$ cat config.mk
export PLATFORM = sky130hd
export DESIGN_NAME = serial_paralelo_tx
export DESIGN_NICKNAME = d
export VERILOG_FILES = /design/src/rtl/phy_pkg.sv /design/src/rtl/com_detector.sv /design/src/rtl/serial_paralelo_tx.sv
export SDC_FILE = /design/constraint.sdc
export NUM_CORES = 1
export LEC_CHECK = 0
export ABC_AREA = 1
export CORE_MARGIN = 5
export CORE_UTILIZATION = 57
export CTS_BUF_LIST = sky130_fd_sc_hd__clkbuf_8 sky130_fd_sc_hd__clkbuf_16
export DETAILED_ROUTE_END_ITERATION = 8
export PLACE_DENSITY = 0.83
export SYNTH_ARGS = -nofsm -noshare
export SYNTH_HDL_FRONTEND = slang
export SYNTH_SLANG_ARGS = --single-unit
$ cat constraint.sdc
create_clock -name clk -period 2.3 [get_ports clk]
set_input_delay 0.345 -clock clk [delete_from_list [all_inputs] [get_ports clk]]
set_output_delay 0.345 -clock clk [all_outputs]
set_load 0.02 [all_outputs]
$ cat src/rtl/phy_pkg.sv
// phy_pkg: constants and types shared by the PHY serial blocks.
//   COM_SYM  - idle / alignment symbol (K28.5-style 0xBC)
//   BYTE_W   - byte width
//   state_e  - alignment FSM states
package phy_pkg;
    localparam int         BYTE_W  = 8;
    localparam logic [7:0] COM_SYM = 8'hBC;

    typedef enum logic [1:0] {
        HUNT   = 2'd0,
        COUNT  = 2'd1,
        ACTIVE = 2'd2
    } state_e;
endpackage

$ cat src/rtl/com_detector.sv
// com_detector: combinational match of a byte against the COM symbol.
// Ports:
//   byte_in  in  8  candidate byte
//   is_com   out 1  byte_in == COM_SYM
module com_detector
    import phy_pkg::*;
(
    input  logic [BYTE_W-1:0] byte_in,
    output logic              is_com
);
    assign is_com = (byte_in == COM_SYM);
endmodule

$ cat src/rtl/serial_paralelo_tx.sv
// serial_paralelo_tx: serial-to-parallel deserializer with COM alignment.
// Hunts for a COM byte on every bit, then counts BC_LOCK consecutive aligned
// COMs before declaring the link active and delivering bytes.
// Optional feature macro: LOCK_LOSS_EN (drop lock after LOSS_BYTES zero bytes).
// Ports:
//   clk        in  1  serial bit clock
//   reset_L    in  1  async active-low reset
//   serial_in  in  1  serial data, MSB first
//   data_out   out 8  last completed aligned byte
//   valid_out  out 1  one-clk pulse for a new non-COM byte while active
//   active     out 1  link up
module serial_paralelo_tx
    import phy_pkg::*;
#(
    parameter int BC_LOCK    = 4,
    parameter int LOSS_BYTES = 8
) (
    input  logic              clk,
    input  logic              reset_L,
    input  logic              serial_in,
    output logic [BYTE_W-1:0] data_out,
    output logic              valid_out,
    output logic              active
);
    localparam logic [3:0] BC_LOCK_W = 4'(BC_LOCK);

    // Elaboration-time range checks on the configuration.
    if (BC_LOCK < 2 || BC_LOCK > 15) begin : g_bad_bc_lock
        $error("BC_LOCK out of range 2..15");
    end
    if (LOSS_BYTES < 1 || LOSS_BYTES > 15) begin : g_bad_loss
        $error("LOSS_BYTES out of range 1..15");
    end

    state_e            state_q, state_d;
    logic [BYTE_W-1:0] sr_q, sr_d;
    logic [2:0]        bit_cnt_q, bit_cnt_d;
    logic [3:0]        bc_cnt_q, bc_cnt_d;
    logic [BYTE_W-1:0] data_q, data_d;
    logic              valid_q, valid_d;
    logic              active_q, active_d;
    logic [BYTE_W-1:0] nxt;
    logic              is_com;
    logic              byte_done;

`ifdef LOCK_LOSS_EN
    localparam logic [3:0] LOSS_W = 4'(LOSS_BYTES);
    logic [3:0] zero_cnt_q, zero_cnt_d;
`endif

    assign nxt       = {sr_q[BYTE_W-2:0], serial_in};
    assign byte_done = (bit_cnt_q == 3'd7);

    com_detector u_com_det (
        .byte_in (nxt),
        .is_com  (is_com)
    );

    always_comb begin
        state_d   = state_q;
        sr_d      = nxt;
        bit_cnt_d = bit_cnt_q + 3'd1;
        bc_cnt_d  = bc_cnt_q;
        data_d    = data_q;
        valid_d   = 1'b0;
        active_d  = active_q;
`ifdef LOCK_LOSS_EN
        zero_cnt_d = zero_cnt_q;
`endif
        case (state_q)
            HUNT: begin
                // Bit phase is undefined while hunting; a COM match pins it.
                bit_cnt_d = 3'd0;
                bc_cnt_d  = 4'd0;
                if (is_com) begin
                    state_d  = COUNT;
                    bc_cnt_d = 4'd1;
                end
            end
            COUNT: begin
                if (byte_done) begin
                    data_d = nxt;
                    if (is_com) begin
                        bc_cnt_d = bc_cnt_q + 4'd1;
                        if (bc_cnt_q + 4'd1 == BC_LOCK_W) begin
                            state_d  = ACTIVE;
                            active_d = 1'b1;
                        end
                    end else begin
                        // Failing edge does not itself search for COM.
                        state_d   = HUNT;
                        bc_cnt_d  = 4'd0;
                        bit_cnt_d = 3'd0;
                    end
                end
            end
            ACTIVE: begin
                if (byte_done) begin
                    data_d  = nxt;
                    valid_d = !is_com;
`ifdef LOCK_LOSS_EN
                    if (nxt == '0) begin
                        if (zero_cnt_q + 4'd1 == LOSS_W) begin
                            state_d    = HUNT;
                            active_d   = 1'b0;
                            valid_d    = 1'b0;
                            bc_cnt_d   = 4'd0;
                            bit_cnt_d  = 3'd0;
                            zero_cnt_d = 4'd0;
                        end else begin
                            zero_cnt_d = zero_cnt_q + 4'd1;
                        end
                    end else begin
                        zero_cnt_d = 4'd0;
                    end
`endif
                end
            end
            default: begin
                state_d   = HUNT;
                active_d  = 1'b0;
                bc_cnt_d  = 4'd0;
                bit_cnt_d = 3'd0;
            end
        endcase
    end

    always_ff @(posedge clk or negedge reset_L) begin
        if (!reset_L) begin
            state_q   <= HUNT;
            sr_q      <= '0;
            bit_cnt_q <= '0;
            bc_cnt_q  <= '0;
            data_q    <= '0;
            valid_q   <= 1'b0;
            active_q  <= 1'b0;
        end else begin
            state_q   <= state_d;
            sr_q      <= sr_d;
            bit_cnt_q <= bit_cnt_d;
            bc_cnt_q  <= bc_cnt_d;
            data_q    <= data_d;
            valid_q   <= valid_d;
            active_q  <= active_d;
        end
    end

`ifdef LOCK_LOSS_EN
    always_ff @(posedge clk or negedge reset_L) begin
        if (!reset_L) zero_cnt_q <= '0;
        else          zero_cnt_q <= zero_cnt_d;
    end
`endif

    assign data_out  = data_q;
    assign valid_out = valid_q;
    assign active    = active_q;
endmodule

## Word level (Yosys, flattened, before mapping)

Cells that the tools add are included.

- Flip-flop bits (word level): 26
- Input bits: 3
- Output and inout port bits: 10
- Logic and storage cells: 47

- Add/subtract/negate cells: 2
- Equal/unequal tests: 10
- Mux-type cells: 18
- Bitwise gates (word level): 2
- Reduce and logical (&&, ||, !) cells: 8

Operators with widths:

| operator | count |
|---|---|
| 4-bit case mux with 3 select lines | 1 |
| 8-bit == test (second input constant) | 1 |
| 2-bit 2-to-1 mux | 4 |
| 4-bit 2-to-1 mux | 2 |
| 2-bit != test (second input constant) | 4 |
| 4-bit AND reduction | 2 |
| 1-bit 2-to-1 mux | 6 |
| 3-bit 2-to-1 mux | 2 |
| 2-bit case mux with 3 select lines | 1 |
| 3-bit case mux with 2 select lines | 1 |
| 4-bit by 1-bit adder with 4-bit output (second input constant) | 1 |
| 4-bit by 3-bit == test with 1-bit output (second input constant) | 1 |
| 2-bit AND reduction | 2 |
| 2-bit OR reduction | 2 |
| 3-bit by 1-bit adder with 3-bit output (second input constant) | 1 |
| 3-bit == test (second input constant) | 1 |
| 3-bit != test (second input constant) | 1 |
| 2-bit by 1-bit == test with 1-bit output (second input constant) | 1 |
| 2-bit == test (second input constant) | 1 |
| 2-bit logical NOT | 1 |
| 1-bit NOT | 2 |
| 1-bit case mux with 2 select lines | 1 |
| 1-bit logical NOT | 1 |

## Longest topological paths before layout

- Depth in word-level cells: 6
- Gate-level depth with buffers: 10
- Gate-level depth less buffers: 10

## Hierarchy

A second synthesis with hierarchy kept.

- Cell total of the unflattened synthesis: 108
- Area, all modules: 1137.3 um^2

By module, submodules not included:

| module | times used | cells an instance | area each (um^2) | sequential area each (um^2) |
|---|---|---|---|---|
| serial_paralelo_tx | 1 | 98 | 1097.3 | 650.6 |
| com_detector | 1 | 10 | 40.0 | 0.0 |

## Least setup slack after synthesis

Ideal clock, no wire load.

- Path type: reg-to-reg
- Start: reg bit_cnt_q[0]
- End: reg data_q[2], in the netlist data_out[2]
- Setup time: 125 ps
- Arrival: 1357 ps
- Data required time: 2175 ps
- Setup slack: 818 ps
- Stages on the path, launching flop included: 6
- Path buffers: 1
- Period minus slack after synthesis: 1482 ps
- Cell sequence: dfrtp_1 > ha_1 > ha_1 > nand2_1 > buf_2 > mux2_2

- Longest elaborated chain between the ends: 2

Ends and longest elaborated chain:

| item | line | source |
|---|---|---|
| from (decl) | serial_paralelo_tx.sv:37 | `logic [2:0] bit_cnt_q, bit_cnt_d;` |
| from (signal assigned) | serial_paralelo_tx.sv:140 | `bit_cnt_q <= bit_cnt_d;` |
| 3-bit == test | serial_paralelo_tx.sv:52 | `assign byte_done = (bit_cnt_q == 3'd7);` |
| 2-bit AND reduction (no line) | -- |  |
| to (signal assigned) | serial_paralelo_tx.sv:142 | `data_q <= data_d;` |
| to (decl) | serial_paralelo_tx.sv:39 | `logic [BYTE_W-1:0] data_q, data_d;` |

Every way passes these cells.
A chain may end at the register's enable or synchronous reset.

## Final worst setup path

- Start: reg bit_cnt_q[0]
- End: reg data_q[7], in the netlist data_out[7]

Same word-level chain as after synthesis.

==> flow_summary_export.csv <==
group,metric,value,unit
critical_path,r2r_start,"bit_cnt_q[0]",
power,pwr-share-clk,29.3,%
critical_path,crit_path_top_delay_cell,"dfrtp_1",
power,switching_share,29.60,%
critical_path,max_stage_delay,0.39,ns
power,total_power,0.9985,mW
power,switchingPower,0.2955,mW
synth,yosysWarnings,0,
synth,synth_cell_type_count,18,
synth,syn_area,1134,µm²
timing,clock-skew-final,0.006866,ns
power,pwr-share-seq,50.0,%
critical_path,cp_common_cell,"ha_1",
hold_path,hold_depth,0,
clocking,clock_latency,0.28,ns
critical_path,path_cells,"ha_1, ha_1, nand2_1, mux2_2",
floorplan,dieArea,2981,µm²
placement,dp_hpwl,1415,µm
timing,hold_viol,0,
floorplan,fp.dieW,54.60,µm
floorplan,fp-row-count,16,
clocking,cts_hold_buf,0,
clocking,cts.htree.levels,1,
critical_path,reg2regPathDepth,4,
power,p_int,0.7030,mW
hold_path,hold_end,"sr_q[6]",
floorplan,initial_core_util,58.98,%
power,powerDensity,742.4,nW/µm²
drt,wl_per_cell,12.45,µm
status,status,"finished clean",
clocking,clk_pin_slew,0.09,ns
critical_path,r2r-end,"data_out[7]",
synth,yosys.area.top_type_share,57.40,%
placement,routabilityCongestion,0.7893,
drt,first_iter_violations,5,
clocking,post_cts_resize_count,0,
placement,port_buffers,12,
layout,num_antenna_cells,0,
floorplan,num_io_pins,13,
global_route,grt_pass1_vias,821,
drt,ant_nets,0,
power,p_leak,0.6746,nW
critical_path,cp_max_fo,11,
floorplan,fp.dieH,54.60,µm
layout,layout-drive-gt1-share,14.73,%
timing,setup_viol,0,
timing,tns,0,ns
critical_path,r2r_slack,0.69,ns
layout,layout_commonest_cell,"dfrtp_1",
timing,fin_crit_sh,70.21,%
hold_path,hold_start,"sr_q[5]",
clocking,root_buffer,"clkbuf_8",
timing,timing.fmax,619.2,MHz
clocking,cts_tree,"built",
timing,drv_slew,0,
timing,grt_setup_unrepaired,"false",
critical_path,cp-start-kind,"flip-flop",
hold_path,hold_path.class,"flip-flop to flip-flop",
synth,syn_inst,113,
synth,syn_avg_cell_area,10.03,µm²
timing,slew_headroom,75.68,%
clocking,clockBufferDepth,2,
critical_path,worst-path-buf-inv,0,
layout,fillCellCount,155,
drt,wl,1942,µm
critical_path,cp_top_family,"adder cells",
synth,yosys-top-cells-area,"dfrtp_1 (57%), nand2_1 (8.3%), ha_1 (7.7%)",
clocking,cts_inserted_buffers,3,
global_route,grt.total_usage,17.23,%
synth,ys_ff_latch,26,
critical_path,worst_ep_arrival_time,1.78,ns
floorplan,core_area,1922,µm²
drt,drc,0,
critical_path,critPathCaptureType,"flip-flop",
layout,layout_common_cells,"dfrtp_1 (26), nand2_1 (25), inv_1 (14), clkdlybuf4s50_1 (12)",
synth,synth_seq_area_share,57.40,%
layout,area_delta_synth_final,18.65,%
global_route,antenna_found_initial,0,
synth,syn-num-nets,123,
synth,yosysTopAreaCell,"dfrtp_1",
critical_path,setup.worst_path.class,"flip-flop to flip-flop",
critical_path,required,2.46,ns
global_route,grt_pass1_wl,3553,µm
flow_run,max-cap-violations,0,
layout,nets,140,
global_route,grt_overflow_total,0,
drt,dr.pass1.iters,5,
timing,worst_pin_slew,0.3640,ns
global_route,grt_start_max_net_pins,27,
drt,num_vias,772,
layout,postLayoutCoreUtil,69.99,%
drt,drt-vias-per-instance,4.949,
power,power_frac_comb,20.7,%
clocking,cts.sinks,26,
timing,period_minus_slack,1.615,ns
clocking,postCtsSetupBuffers,0,
power,vdd_drop_max,0.0006347,V
## per-stage QoR
stage	hold WS (ns)	cells	setup slack, ns	cell area (µm²)
2_1_floorplan	0.04941	113	0.8181	1134
3_3_place_gp	0.3561	152	0.6504	1290
3_5_place_dp	0.3697	152	0.6079	1290
4_1_cts	0.3800	156	0.6720	1345
5_1_grt	0.3985	156	0.5910	1345
6_report	0.3792	156	0.6851	1345
## routing by layer
layer | routed length (µm) | share of wire [%] | global-route usage, %
met2 | 981 | 51 | 27.95
met4 | 38 | 2.0 | 6.639
met3 | 89 | 4.6 | 4.632
met5 | 0 | 0 | 0
met1 | 833 | 43 | 21.79
## logic make-up (layout without fill, tap and decap cells)
family | count (synthesis) | after routing | synth area share, %
fa+ha+maj | 7 | 7 | 7.726
compound gates | 11 | 11 | 5.187
mux | 5 | 5 | 4.967
flops | 26 | 26 | 57.39
simple gates | 47 | 47 | 18.98
buf+inv | 17 | 33 | 5.739
## synth_stat cells (all sizes together)
library cell,n
ha,7
dfrtp,26
nor2,10
mux2,5
o21ai,8
nor3,1
buf,1
a21oi,3
inv,16
nand2,28
nand3,6
nand4,2
## state kept, by name (all words and copies together) (netlist names)
signal / flops
data_out: 8
bit_cnt_q: 3
bc_cnt_q: 4
active: 1
sr_q: 7
valid_out: 1
state_q: 2
## power groups by stage
stage / clock network (mW) / logic [mW] / registers, mW
CTS: 0.295 / 0.206 / 0.499
floorplan: 0 / 0.154 / 0.504
detailed placement: 0 / 0.202 / 0.508
global placement: 0 / 0.195 / 0.506
finish: 0.292 / 0.207 / 0.499
global route: 0.319 / 0.237 / 0.503
## worst register-to-register path, cell delays in order (launching register included)
cell,delay (ns)
dfrtp_1,0.39
ha_1,0.21
ha_1,0.22
nand2_1,0.30
mux2_2,0.38
## worst max path at each step
stage	start	to	slack [ns]	depth (start not counted)
global placement	serial_in	state_q[0]	0.65	9
CTS	bit_cnt_q[0]	data_out[5]	0.67	4
global route	bit_cnt_q[0]	data_out[3]	0.59	4
finish	bit_cnt_q[0]	data_out[7]	0.69	4
floorplan	bit_cnt_q[0]	data_out[2]	0.82	5
detailed placement	serial_in	state_q[0]	0.61	9
## final cells by class
cell class,count,area [µm²],area share (%)
multi-input combinational,70,417.9,31.07
inverter,16,60.06,4.465
timing repair buffer,13,127.6,9.488
clock buffer,4,55.05,4.093
tap,27,33.78,2.512
sequential,26,650.6,48.37
No activity file was read; power rests on OpenSTA's default activity.
